$ cat config.mk
export PLATFORM = sky130hd
export DESIGN_NAME = ddr_wcamerafifo
export DESIGN_NICKNAME = d
export VERILOG_FILES = /design/src/rtl/ddr_wcamerafifo_pkg.sv /design/src/rtl/ddr_wcamerafifo_sync_edge_det.sv /design/src/rtl/ddr_wcamerafifo.sv
export SDC_FILE = /design/constraint.sdc
export NUM_CORES = 1
export LEC_CHECK = 0
export CAP_MARGIN = 20
export CELL_PAD_IN_SITES_DETAIL_PLACEMENT = 1
export CELL_PAD_IN_SITES_GLOBAL_PLACEMENT = 2
export CORE_ASPECT_RATIO = 1.5
export CORE_MARGIN = 2
export CORE_UTILIZATION = 29
export DETAILED_ROUTE_END_ITERATION = 8
export DONT_BUFFER_PORTS = 1
export GPL_ROUTABILITY_DRIVEN = 0
export PLACE_DENSITY = 0.74
export RECOVER_POWER = 100
export SLEW_MARGIN = 20
export SYNTH_ARGS = -nofsm -noshare
export SYNTH_HDL_FRONTEND = slang
export SYNTH_SLANG_ARGS = --single-unit
$ cat constraint.sdc
create_clock -name ddr_clk -period 1.9 [get_ports ddr_clk]
set_input_delay 0.38 -clock ddr_clk [delete_from_list [all_inputs] [get_ports ddr_clk]]
set_output_delay 0.38 -clock ddr_clk [all_outputs]
set_load 0.05 [all_outputs]
$ cat src/rtl/ddr_wcamerafifo_pkg.sv
// Shared constants for the DDR camera write path: FSM encoding, default
// frame/burst sizes and the write-address field layout.
package ddr_wcamerafifo_pkg;

   typedef enum logic [2:0] {
      IDLE,
      WAIT_DATA,
      REQ,
      BURST,
      DONE
   } wr_state_e;

   localparam logic [17:0] MAXADDR_DEF   = 18'd245_760;
   localparam logic [9:0]  BURST_LEN_DEF = 10'd256;

   localparam int BANK_MSB = 24;
   localparam int BANK_LSB = 23;
   localparam int PAD_BIT  = 22;
   localparam int CH_MSB   = 21;
   localparam int CH_LSB   = 18;
   localparam int OFS_MSB  = 17;
   localparam int OFS_LSB  = 0;

   function automatic logic [24:0] pack_wr_addr(input logic [1:0]  bank,
                                                input logic [3:0]  ch,
                                                input logic [17:0] ofs);
      logic [24:0] a;
      a                   = '0;
      a[BANK_MSB:BANK_LSB] = bank;
      a[PAD_BIT]           = 1'b0;
      a[CH_MSB:CH_LSB]     = ch;
      a[OFS_MSB:OFS_LSB]   = ofs;
      return a;
   endfunction

endpackage

$ cat src/rtl/ddr_wcamerafifo_sync_edge_det.sv
// Two-flop synchroniser for an asynchronous level, plus a one-cycle pulse on
// the rising edge of the synchronised signal.
module sync_edge_det
   import ddr_wcamerafifo_pkg::*;
(
   input  logic clk,
   input  logic rst,
   input  logic d_in,
   output logic rise
);

   logic meta_q, meta_d;
   logic sync_q, sync_d;
   logic prev_q, prev_d;

   always_comb begin
      meta_d = d_in;
      sync_d = meta_q;
      prev_d = sync_q;
   end

   always_ff @(posedge clk or posedge rst) begin
      if (rst) begin
         meta_q <= 1'b0;
         sync_q <= 1'b0;
         prev_q <= 1'b0;
      end else begin
         meta_q <= meta_d;
         sync_q <= sync_d;
         prev_q <= prev_d;
      end
   end

   assign rise = sync_q & ~prev_q;

endmodule

$ cat src/rtl/ddr_wcamerafifo.sv
// Moves camera frames from a show-ahead FIFO into DDR as fixed-length write
// bursts, rotating through four frame banks and announcing each finished bank.
module ddr_wcamerafifo
   import ddr_wcamerafifo_pkg::*;
#(
   parameter logic [17:0] MAXADDR   = MAXADDR_DEF,
   parameter logic [9:0]  BURST_LEN = BURST_LEN_DEF
) (
   input  logic        ddr_clk,
   input  logic        ddr_rst,
   input  logic        camera_vsync,
   input  logic [9:0]  r_fifo_len,
   input  logic        r_fifo_empty,
   output logic        r_fifo_rd_en,
   input  logic [31:0] r_fifo_data,
   input  logic        ddr_ready,
   output logic        mem_wen,
   input  logic        mem_wen_valid,
   output logic [24:0] wr_addr,
   output logic [9:0]  wr_len,
   input  logic        wr_burst_data_req,
   output logic [31:0] wr_burst_data,
   input  logic        wr_burst_finish,
   input  logic [3:0]  wr_channal,
   output logic        frame_wr_done,
   output logic        slave_sel_rd_load,
   output logic [1:0]  slave_sel_rd_bank
);

   wr_state_e   state_q, state_d;
   logic [17:0] wr_offset_q, wr_offset_d;
   logic [1:0]  wr_bank_q, wr_bank_d;
   logic [1:0]  rd_bank_q, rd_bank_d;
   logic        mem_wen_q, mem_wen_d;
   logic        vs_pend_q, vs_pend_d;
   logic        frame_done_q, frame_done_d;
   logic        rd_load_q, rd_load_d;
   logic [17:0] ofs_next;
   logic        vs_pos;

   sync_edge_det u_vs_sync (
      .clk  (ddr_clk),
      .rst  (ddr_rst),
      .d_in (camera_vsync),
      .rise (vs_pos)
   );

   always_comb begin
      state_d      = state_q;
      wr_offset_d  = wr_offset_q;
      wr_bank_d    = wr_bank_q;
      rd_bank_d    = rd_bank_q;
      mem_wen_d    = mem_wen_q;
      vs_pend_d    = vs_pend_q;
      frame_done_d = 1'b0;
      rd_load_d    = 1'b0;
      ofs_next     = wr_offset_q + {8'd0, BURST_LEN};

      case (state_q)
         IDLE: begin
            if ((vs_pos || vs_pend_q) && ddr_ready) begin
               state_d     = WAIT_DATA;
               wr_offset_d = '0;
               vs_pend_d   = 1'b0;
            end
         end
         WAIT_DATA: begin
            // A new frame edge here abandons the partial frame in the same bank.
            if (vs_pos) begin
               wr_offset_d = '0;
               vs_pend_d   = 1'b0;
            end else if (ddr_ready && (r_fifo_len >= BURST_LEN) && !r_fifo_empty) begin
               state_d   = REQ;
               mem_wen_d = 1'b1;
            end
         end
         REQ: begin
            if (vs_pos) vs_pend_d = 1'b1;
            if (mem_wen_valid) begin
               mem_wen_d = 1'b0;
               state_d   = BURST;
            end
         end
         BURST: begin
            if (vs_pos) vs_pend_d = 1'b1;
            if (wr_burst_finish) begin
               // A completed frame wins; any pending edge then restarts from IDLE.
               if (ofs_next == MAXADDR) begin
                  state_d      = DONE;
                  wr_offset_d  = ofs_next;
                  frame_done_d = 1'b1;
                  rd_load_d    = 1'b1;
                  rd_bank_d    = wr_bank_q;
                  wr_bank_d    = wr_bank_q + 2'd1;
               end else if (vs_pos || vs_pend_q) begin
                  state_d     = WAIT_DATA;
                  wr_offset_d = '0;
                  vs_pend_d   = 1'b0;
               end else begin
                  state_d     = WAIT_DATA;
                  wr_offset_d = ofs_next;
               end
            end
         end
         DONE: begin
            if (vs_pos) vs_pend_d = 1'b1;
            state_d = IDLE;
         end
         default: state_d = IDLE;
      endcase
   end

   always_ff @(posedge ddr_clk or posedge ddr_rst) begin
      if (ddr_rst) begin
         state_q      <= IDLE;
         wr_offset_q  <= '0;
         wr_bank_q    <= '0;
         rd_bank_q    <= '0;
         mem_wen_q    <= 1'b0;
         vs_pend_q    <= 1'b0;
         frame_done_q <= 1'b0;
         rd_load_q    <= 1'b0;
      end else begin
         state_q      <= state_d;
         wr_offset_q  <= wr_offset_d;
         wr_bank_q    <= wr_bank_d;
         rd_bank_q    <= rd_bank_d;
         mem_wen_q    <= mem_wen_d;
         vs_pend_q    <= vs_pend_d;
         frame_done_q <= frame_done_d;
         rd_load_q    <= rd_load_d;
      end
   end

   assign mem_wen           = mem_wen_q;
   assign r_fifo_rd_en      = (state_q == BURST) && wr_burst_data_req;
   assign wr_burst_data     = r_fifo_data;
   assign wr_len            = BURST_LEN;
   assign wr_addr           = pack_wr_addr(wr_bank_q, wr_channal, wr_offset_q);
   assign frame_wr_done     = frame_done_q;
   assign slave_sel_rd_load = rd_load_q;
   assign slave_sel_rd_bank = rd_bank_q;

endmodule
# ---- Word-level counts from Yosys, hierarchy flattened
# Index checks and enable logic that the tools add are counted.
dict set report totals {
  word_cells 69
  ff_bits 31
  input_bits 54
  output_inout_bits 73
}
dict set report classes {
  n_reduce_logical 16
  muxes 27
  add_sub_neg 2
  n_eq_ne 11
  order_cmp 1
  n_bitwise 2
}
# op count
set ops {}
lappend ops {{$mux W18} 5}
lappend ops {{$pmux W18 S3} 1}
lappend ops {{$add A18 B9 Y18 const B} 1}
lappend ops {{$eq A18 B18 Y1 const B} 1}
lappend ops {{$mux W3} 6}
lappend ops {{$mux W1} 12}
lappend ops {{$ne A2 B2 Y1 const B} 6}
lappend ops {{$pmux W3 S4} 1}
lappend ops {{$ge A10 B9 Y1 const B} 1}
lappend ops {{$reduce_and A4 Y1} 2}
lappend ops {{$eq A3 B2 Y1 const B} 2}
lappend ops {{$reduce_and A3 Y1} 2}
lappend ops {{$reduce_and A5 Y1} 1}
lappend ops {{$logic_and A1 B1 Y1} 4}
lappend ops {{$pmux W1 S4} 1}
lappend ops {{$reduce_bool A4 Y1} 1}
lappend ops {{$eq A3 B1 Y1 const B} 1}
lappend ops {{$eq A3 B3 Y1 const B} 1}
lappend ops {{$logic_not A3 Y1} 1}
lappend ops {{$reduce_bool A3 Y1} 1}
lappend ops {{$add A2 B1 Y2 const B} 1}
lappend ops {{$pmux W1 S2} 1}
lappend ops {{$reduce_bool A2 Y1} 1}
lappend ops {{$reduce_or A2 Y1} 1}
lappend ops {{other kinds (4)} 4}

# ---- Longest topological paths before layout
# Gate-level depths: netlist (run 1).
dict set report depth {
  depth_word 7
  ltp_mapped 8
}

# ---- Hierarchy
# From an unflattened synthesis (run 1), not the netlist that was laid out.
dict set report hier_totals {
  hier_cells 222
  area_unflattened_um2 1889.3
}
# mod cells_per_inst instances seq_area_each_um2 area_each_um2
set modules_own_cells {}
lappend modules_own_cells {ddr_wcamerafifo 217 1 500.5 1796.7}
lappend modules_own_cells {sync_edge_det 5 1 75.1 92.6}

# ---- Worst setup path before layout (run 1)
# OpenSTA, ideal clock, no wires.
dict set report synth_path {
  kind {register -> register}
  start {reg wr_offset_q[8]}
  end {reg rd_bank_q[1], in the netlist slave_sel_rd_bank[1]}
  setup_slack_ns -0.428
  t_required_ns 1.775
  t_arrival_ns 2.204
  synth_period_minus_slack_ns 2.328
  path_buffers 0
  path_stages_with_launch 7
  path_cell_list {dfrtp_1 > ha_1 > nand2_1 > nor3_1 > o2111ai_2 > nor4_4 > mux2_2}
}
dict set report synth_between {
  elab_chain_len 3
}
# item line
set synth_lines {}
lappend synth_lines {{start, declared} ddr_wcamerafifo.sv:31} ;# logic [17:0] wr_offset_q, wr_offset_d;
lappend synth_lines {{start signal, assigned} ddr_wcamerafifo.sv:125} ;# wr_offset_q <= wr_offset_d;
lappend synth_lines {{$add A18 B9 Y18} ddr_wcamerafifo.sv:57} ;# ofs_next = wr_offset_q + {8'd0, BURST_LEN};
lappend synth_lines {{$eq A18 B18 Y1} ddr_wcamerafifo.sv:88} ;# if (ofs_next == MAXADDR) begin
lappend synth_lines {{$reduce_and A3 Y1 (no source line)} -}
lappend synth_lines {{end signal, assigned} ddr_wcamerafifo.sv:127} ;# rd_bank_q <= rd_bank_d;
lappend synth_lines {{end, declared} ddr_wcamerafifo.sv:33} ;# logic [1:0] rd_bank_q, rd_bank_d;
# No other way between the ends.
# A chain may end at the register's enable or synchronous reset.

# ---- Worst setup path after layout (run 1)
dict set report layout_path {
  start {reg wr_offset_q[9]}
  end {reg rd_bank_q[1], in the netlist slave_sel_rd_bank[1]}
}
# The elaborated chain is that of the path after synthesis.

==> flow_metrics.env, run 1 <==
export IMPL_outcome="finished, violations left"
export IMPL_violations="negative setup slack"
export IMPL_drt_iter0_markers=24
export IMPL_fin_worst_skew_ns=0.00524
export IMPL_fin_ws_ns=-0.142
export IMPL_synth_top_cell_area_share_pct=33.1
export IMPL_critPathKind="reg2reg"
export IMPL_ant_nets=0
export IMPL_clkLatencyLatePin_ns=0.27
export IMPL_cts_num_sinks=23
export IMPL_postSynthAreaPerCell_um2=8.53
export IMPL_rsz0062_at_grt="yes"
export IMPL_peakVddDrop_mv=0.247
export IMPL_cp_required_ns=2.06
export IMPL_drt_wl_total_um=4090
export IMPL_fin_crit_ns=2.04
export IMPL_timing_final_crit_share_pct=107
export IMPL_r2r_end="slave_sel_rd_bank[1]"
export IMPL_fin_cells=282
export IMPL_synth_ff_type="dfrtp_1"
export IMPL_grt_pass1_vias=1381
export IMPL_num_nets_final=267
export IMPL_setup_viol=10
export IMPL_cts_buffer_depth=2
export IMPL_p_per_area_nw_per_um2=874
export IMPL_leakage_nw=0.953
export IMPL_syn_cell_area_um2=1740
export IMPL_dp_slack_ns=-0.203
export IMPL_met2WireLength_um=2110
export IMPL_netlist_cell_type_count=42
export IMPL_crit_end="slave_sel_rd_bank[1]"
export IMPL_cp_startpoint="wr_offset_q[9]"
export IMPL_port_buffers=0
export IMPL_maxCapViolations=0
export IMPL_ys_ff_latch=23
export IMPL_overflow=0
export IMPL_post_dp_hpwl_um=2950
export IMPL_synth_edff_count=0
export IMPL_cp_data_arrival_time_ns=2.20
export IMPL_critPathMaxFanout=7
export IMPL_crit_family="simple AND/OR/NAND/NOR gates"
export IMPL_globalRouteTotalUtil_pct=12.9
export IMPL_slowest_delay_ns=0.44
export IMPL_worst_pin_slew_ns=1.33
export IMPL_coreArea_um2=5790
export IMPL_synthTopCellsByCount="buf_4 (57), nand2_1 (24), dfrtp_1 (23)"
export IMPL_htreeDepth=1
export IMPL_synth_warnings=0
export IMPL_path_depth=7
export IMPL_diodes=0
export IMPL_cp_end_kind="flip-flop"
export IMPL_routed_wl_met3_um=299
export IMPL_final_hold_viol_count=0
export IMPL_antenna_found_initial=0
export IMPL_firstDrtPassIters=3
export IMPL_path_clk_slew_ns=0.09
export IMPL_fmax_ghz=0.490
export IMPL_io_pins=127
export IMPL_grt_max_degree=24
export IMPL_initial_utilization_pct=30.1
export IMPL_async_flop_share_pct=100
export IMPL_dp_cells=274
export IMPL_dieWidth_um=67.2
export IMPL_syn_to_final_growth_pct=13.8
export IMPL_via_count=1320
export IMPL_yosysMostFrequentCell="buf_4"
export IMPL_placed_area_um2=1790
export IMPL_synthTopCellsByArea="dfrtp_1 (33%), buf_4 (25%), nand2_1 (5.2%), nor2_1 (2.2%), o211ai_1 (2.2%)"
export IMPL_ys_seq_area_share_pct=33.1
export IMPL_r2r_start="wr_offset_q[9]"
export IMPL_maxSlewViolCount=0
export IMPL_r2r_slack_ns=-0.14
export IMPL_worstPathBufferInverterCount=1
export IMPL_met1_length_um=1540
export IMPL_maxSlewHeadroom_pct=11.5
export IMPL_cp_start_kind="flip-flop"
export IMPL_reg2regPathDepth=7
export IMPL_hp_class="in2reg"
export IMPL_vias_per_cell=4.68
export IMPL_die_area_um2=6650
export IMPL_synthCells=204
export IMPL_die_h_um=98.8
export IMPL_design_area_um2=1980
export IMPL_yosysTopAreaCell="dfrtp_1"
export IMPL_grt_pass1_wl_um=6520
export IMPL_slowest_stage="dfrtp_2"
export IMPL_topRoutingLayerUsed="met4"
export IMPL_root_buffer="clkbuf_8"
export IMPL_path_cells="ha_4 > or3_1 > o21ai_2 > o2111ai_4 > nor4_4 > buf_4 > mux2_2"
export IMPL_drc_errors=0
export IMPL_wire_per_inst_um=14.5
export IMPL_drive_above_1_share_pct=37.6
export IMPL_cts_made_buffers=3
export IMPL_placementRows=34
export IMPL_cts_tree="done"
-- worst min path at each step --
stage	startpoint	end	slack, ns	depth (start not counted)
after floorplan	u_vs_sync.meta_q	u_vs_sync.prev_d	0.33	0
after global placement	u_vs_sync.meta_q	u_vs_sync.prev_d	0.33	0
after detailed placement	u_vs_sync.meta_q	u_vs_sync.prev_d	0.34	0
after CTS	ddr_rst	u_vs_sync.meta_q	0.05	2
after global routing	camera_vsync	u_vs_sync.meta_q	0.12	0
final	camera_vsync	u_vs_sync.meta_q	0.13	0
-- cells in the final DEF (no fill, tap or decap), types with 2 or more instances in the layout --
cell	instances
o21ai_0	4
buf_6	3
nand2b_1	3
and3_1	2
xnor2_1	3
o21ai_2	4
a31o_2	2
clkbuf_1	5
o22ai_1	2
o21ai_1	5
nor2b_1	4
nand3_1	6
nand2_4	2
o211ai_1	5
nor2_1	8
o21a_1	3
a21oi_1	6
nor2_2	2
buf_4	38
nor3_2	3
dfrtp_2	5
conb_1	19
nand2_1	22
inv_1	4
dfrtp_1	18
clkbuf_8	3
xor2_1	2
-- cells by family after synthesis --
logic type                 after synthesis  share of synthesized area, %
DFF                                     23                          33.1
adders and majority gates                2                          1.44
other                                    2                         0.432
buffers and inverters                   68                          27.7
muxes                                    1                         0.647
xor gates and xnor gates                 5                          2.52
and+or+nand+nor                         63                          18.3
AOI/OAI and AO/OA                       40                          15.8
-- sequential cells by signal (all words and copies together) (netlist names) --
signal	flops
u_vs_sync.meta_q	1
slave_sel_rd_load	1
wr_offset_q	10
u_vs_sync.prev_q	1
wr_bank_q	2
mem_wen	1
u_vs_sync.prev_d	1
vs_pend_q	1
state_q	3
slave_sel_rd_bank	2
-- where the power goes --
| group | switching (mW) | total [mW] | internal [mW] |
|---|---|---|---|
| sequential | 0.0926 | 0.646 | 0.554 |
| combinational | 0.504 | 0.764 | 0.260 |
| clock | 0.173 | 0.320 | 0.147 |
| total | 0.770 | 1.73 | 0.960 |
-- through the flow --
| stage | total power [mW] | utilization (%) | setup TNS, ns | hold WS, ns |
|---|---|---|---|---|
| 2_1_floorplan | 1.36 | - | -1.34 | 0.331 |
| 3_3_place_gp | 1.40 | 30.9 | -0.995 | 0.332 |
| 3_5_place_dp | 1.40 | 30.9 | -1.33 | 0.338 |
| 4_1_cts | 1.75 | 34.2 | -0.684 | 0.0483 |
| 5_1_grt | 1.85 | 34.2 | -1.68 | 0.117 |
| 6_report | 1.73 | 34.2 | -0.712 | 0.130 |
-- timing repair --
action	in CTS	in global routing
hold buffers	0	0
setup buffers	5	1
endpoints found under the hold margin	0	0
pin swaps	6	7
resized for setup	25	6
endpoints found under the setup margin	12	14
-- area by class of cell --
| class | count | area, um^2 |
|---|---|---|
| flip-flops and latches | 23 | 582 |
| repair buffers | 48 | 347 |
| clock inverters | 1 | 5.00 |
| clock buffers | 3 | 41.3 |
| well taps | 72 | 90.1 |
| inverters | 5 | 18.8 |
| multi-input cells | 130 | 896 |
| fillers | 723 | 3810 |
-- per-layer routing --
metal | up-vias | global-route usage [%]
met5 | - | 0
met4 | 0 | 7.38
met3 | 17 | 2.40
met2 | 44 | 22.2
met1 | 629 | 14.3
li1 | 630 | -
Power figures use the tool's default switching activity.
==> inputs of run 2 (changes only) <==
==> constraint.sdc (replaced) <==
create_clock -name ddr_clk -period 1.9 [get_ports ddr_clk]
set_input_delay 0.38 -clock ddr_clk [delete_from_list [all_inputs] [get_ports ddr_clk]]
set_output_delay 0.38 -clock ddr_clk [all_outputs]
set_load 0.02 [all_outputs]
==> flow_metrics.env, run 2 (synthesized netlist as in run 1, its figures left out) <==
export IMPL_cp_end_kind="flip-flop"
export IMPL_rsz0062_at_grt="yes"
export IMPL_cts_num_sinks=23
export IMPL_fillers=715
export IMPL_r2r_slack_ns=-0.15
export IMPL_critPathKind="reg2reg"
export IMPL_path_cells="ha_4 > buf_4 > and4b_1 > a31o_2 > a2bb2oi_4 > buf_4 > buf_4 > nor3_4 > o2111a_1 > nor3b_2"
export IMPL_worstHoldStart="camera_vsync"
export IMPL_firstDrtPassIters=4
export IMPL_port_buffers=0
export IMPL_placementRows=34
export IMPL_globalRouteTotalUtil_pct=12.9
export IMPL_cts_tree="done"
export IMPL_ctsHoldBuffers=0
export IMPL_drt_iter0_markers=54
export IMPL_fin_tns_setup_ns=-1.16
export IMPL_die_area_um2=6650
export IMPL_cp_data_arrival_time_ns=2.25
export IMPL_die_h_um=98.8
export IMPL_reg_top3="wr_offset_q (10), state_q (3)"
export IMPL_coreArea_um2=5790
export IMPL_final_hold_viol_count=0
export IMPL_syn_to_final_growth_pct=14.2
export IMPL_violations="negative setup slack"
export IMPL_peakVddDrop_mv=0.291
export IMPL_worst_pin_slew_ns=1.32
export IMPL_drive_above_1_share_pct=37.9
export IMPL_cp_start_kind="flip-flop"
export IMPL_timing_final_crit_share_pct=108
export IMPL_ant_nets=0
export IMPL_r2r_start="wr_offset_q[8]"
export IMPL_fin_crit_ns=2.05
export IMPL_hold_path_end="u_vs_sync.meta_q"
export IMPL_fmax_ghz=0.489
export IMPL_slowest_stage="dfrtp_2"
export IMPL_root_buffer="clkbuf_8"
export IMPL_setup_viol=16
export IMPL_outcome="finished, violations left"
export IMPL_num_nets_final=263
export IMPL_power_mw=1.61
export IMPL_whs_ns=0.125
export IMPL_vias_per_cell=4.90
export IMPL_path_clk_slew_ns=0.09
export IMPL_clkLatencyLatePin_ns=0.27
export IMPL_maxSlewHeadroom_pct=11.7
export IMPL_drt_wl_total_um=4260
export IMPL_diodes=0
export IMPL_drc_errors=0
export IMPL_io_pins=127
export IMPL_fin_ws_ns=-0.145
export IMPL_largest_reg_flops=10
export IMPL_cts_buffer_depth=2
export IMPL_r2r_end="state_q[0]"
export IMPL_leakage_nw=0.920
export IMPL_grt_pass1_vias=1360
export IMPL_antenna_found_initial=0
export IMPL_overflow=0
export IMPL_cp_required_ns=2.10
export IMPL_maxCapViolations=0
export IMPL_maxSlewViolCount=0
export IMPL_htreeDepth=1
export IMPL_holdPathStages=0
export IMPL_via_count=1361
export IMPL_fin_worst_skew_ns=0.00506
export IMPL_dieWidth_um=67.2
export IMPL_slowest_delay_ns=0.45
export IMPL_p_per_area_nw_per_um2=811
export IMPL_reg2regPathDepth=10
export IMPL_grt_pass1_wl_um=6600
export IMPL_initial_utilization_pct=30.1
export IMPL_critPathMaxFanout=4
export IMPL_hp_class="in2reg"
export IMPL_final_cell_mix="buf_4 (34), nand2_1 (22), conb_1 (19), dfrtp_1 (19), nor2_1 (9)"
export IMPL_layout_commonest_cell="buf_4"
export IMPL_post_dp_hpwl_um=3000
export IMPL_grt_max_degree=24
export IMPL_cts_made_buffers=3
export IMPL_multi_input_area_um2=896
export IMPL_wire_per_inst_um=15.3
export IMPL_regMostFlops="wr_offset_q"
export IMPL_seqCellArea_um2=581
export IMPL_cp_common_cell="buf_4"
==> run 2: changes by cell type in the layout (fill, tap and decap cells not counted), sizes merged <==
cell,previous run,this run
clkinv,1,0
clkinvlp,0,1
clkbuf,9,5
==> run 2: repair_timing <==
action	CTS	global route
pin swaps	7	13
gates resized for setup	15	21
endpoints found under the setup margin	16	16
setup buffers	5	4
==> run 2: worst max path at each step <==
stage	depth (start not counted)	to	start	slack [ns]
finish	10	state_q[0]	wr_offset_q[8]	-0.15
global route	9	wr_offset_q[17]	wr_offset_q[12]	-0.22
CTS	9	wr_offset_q[17]	wr_offset_q[8]	-0.13
global placement	9	wr_offset_q[12]	wr_offset_q[8]	-0.21
detailed placement	9	wr_offset_q[11]	wr_offset_q[8]	-0.25
floorplan	6	slave_sel_rd_bank[1]	wr_offset_q[8]	-0.20
==> run 2: power by group <==
part / internal (mW) / total [mW] / switching (mW)
logic: 0.246 / 0.627 / 0.381
clock network: 0.149 / 0.328 / 0.180
registers: 0.554 / 0.656 / 0.103
==> run 2: metal layers <==
metal	track usage, %	vias up	wire length, um
met5	0	-	0
met4	6.59	0	131
li1	-	618	-
met2	22.8	39	2310
met1	14.0	686	1570
met3	2.51	18	257
==> run 2: cell type report <==
cell class	instances	share of cell area (%)
clock buffers	3	2.08
inverters	5	0.945
repair buffers	44	17.8
multi-input cells	130	45.1
well taps	72	4.53
clock inverters	1	0.378
flip-flops and latches	23	29.2
==> run 2: through the flow <==
step / cell area (um^2) / setup WS (ns) / util [%] / std cells
after floorplan: 1820 / -0.199 / - / 221
after CTS: 1870 / -0.126 / 32.3 / 275
final: 1990 / -0.145 / 34.3 / 278
after global placement: 1730 / -0.212 / 29.9 / 267
after global routing: 1990 / -0.216 / 34.3 / 278
after detailed placement: 1730 / -0.245 / 29.9 / 267
==> run 2: critical path: cells and delay by family, from the launching register on <==
family / cells / cell delay, ns
buf+inv: 3 / 0.37
fa+ha+maj: 1 / 0.19
simple gates: 3 / 0.34
compound gates: 3 / 0.63
flops: 1 / 0.45
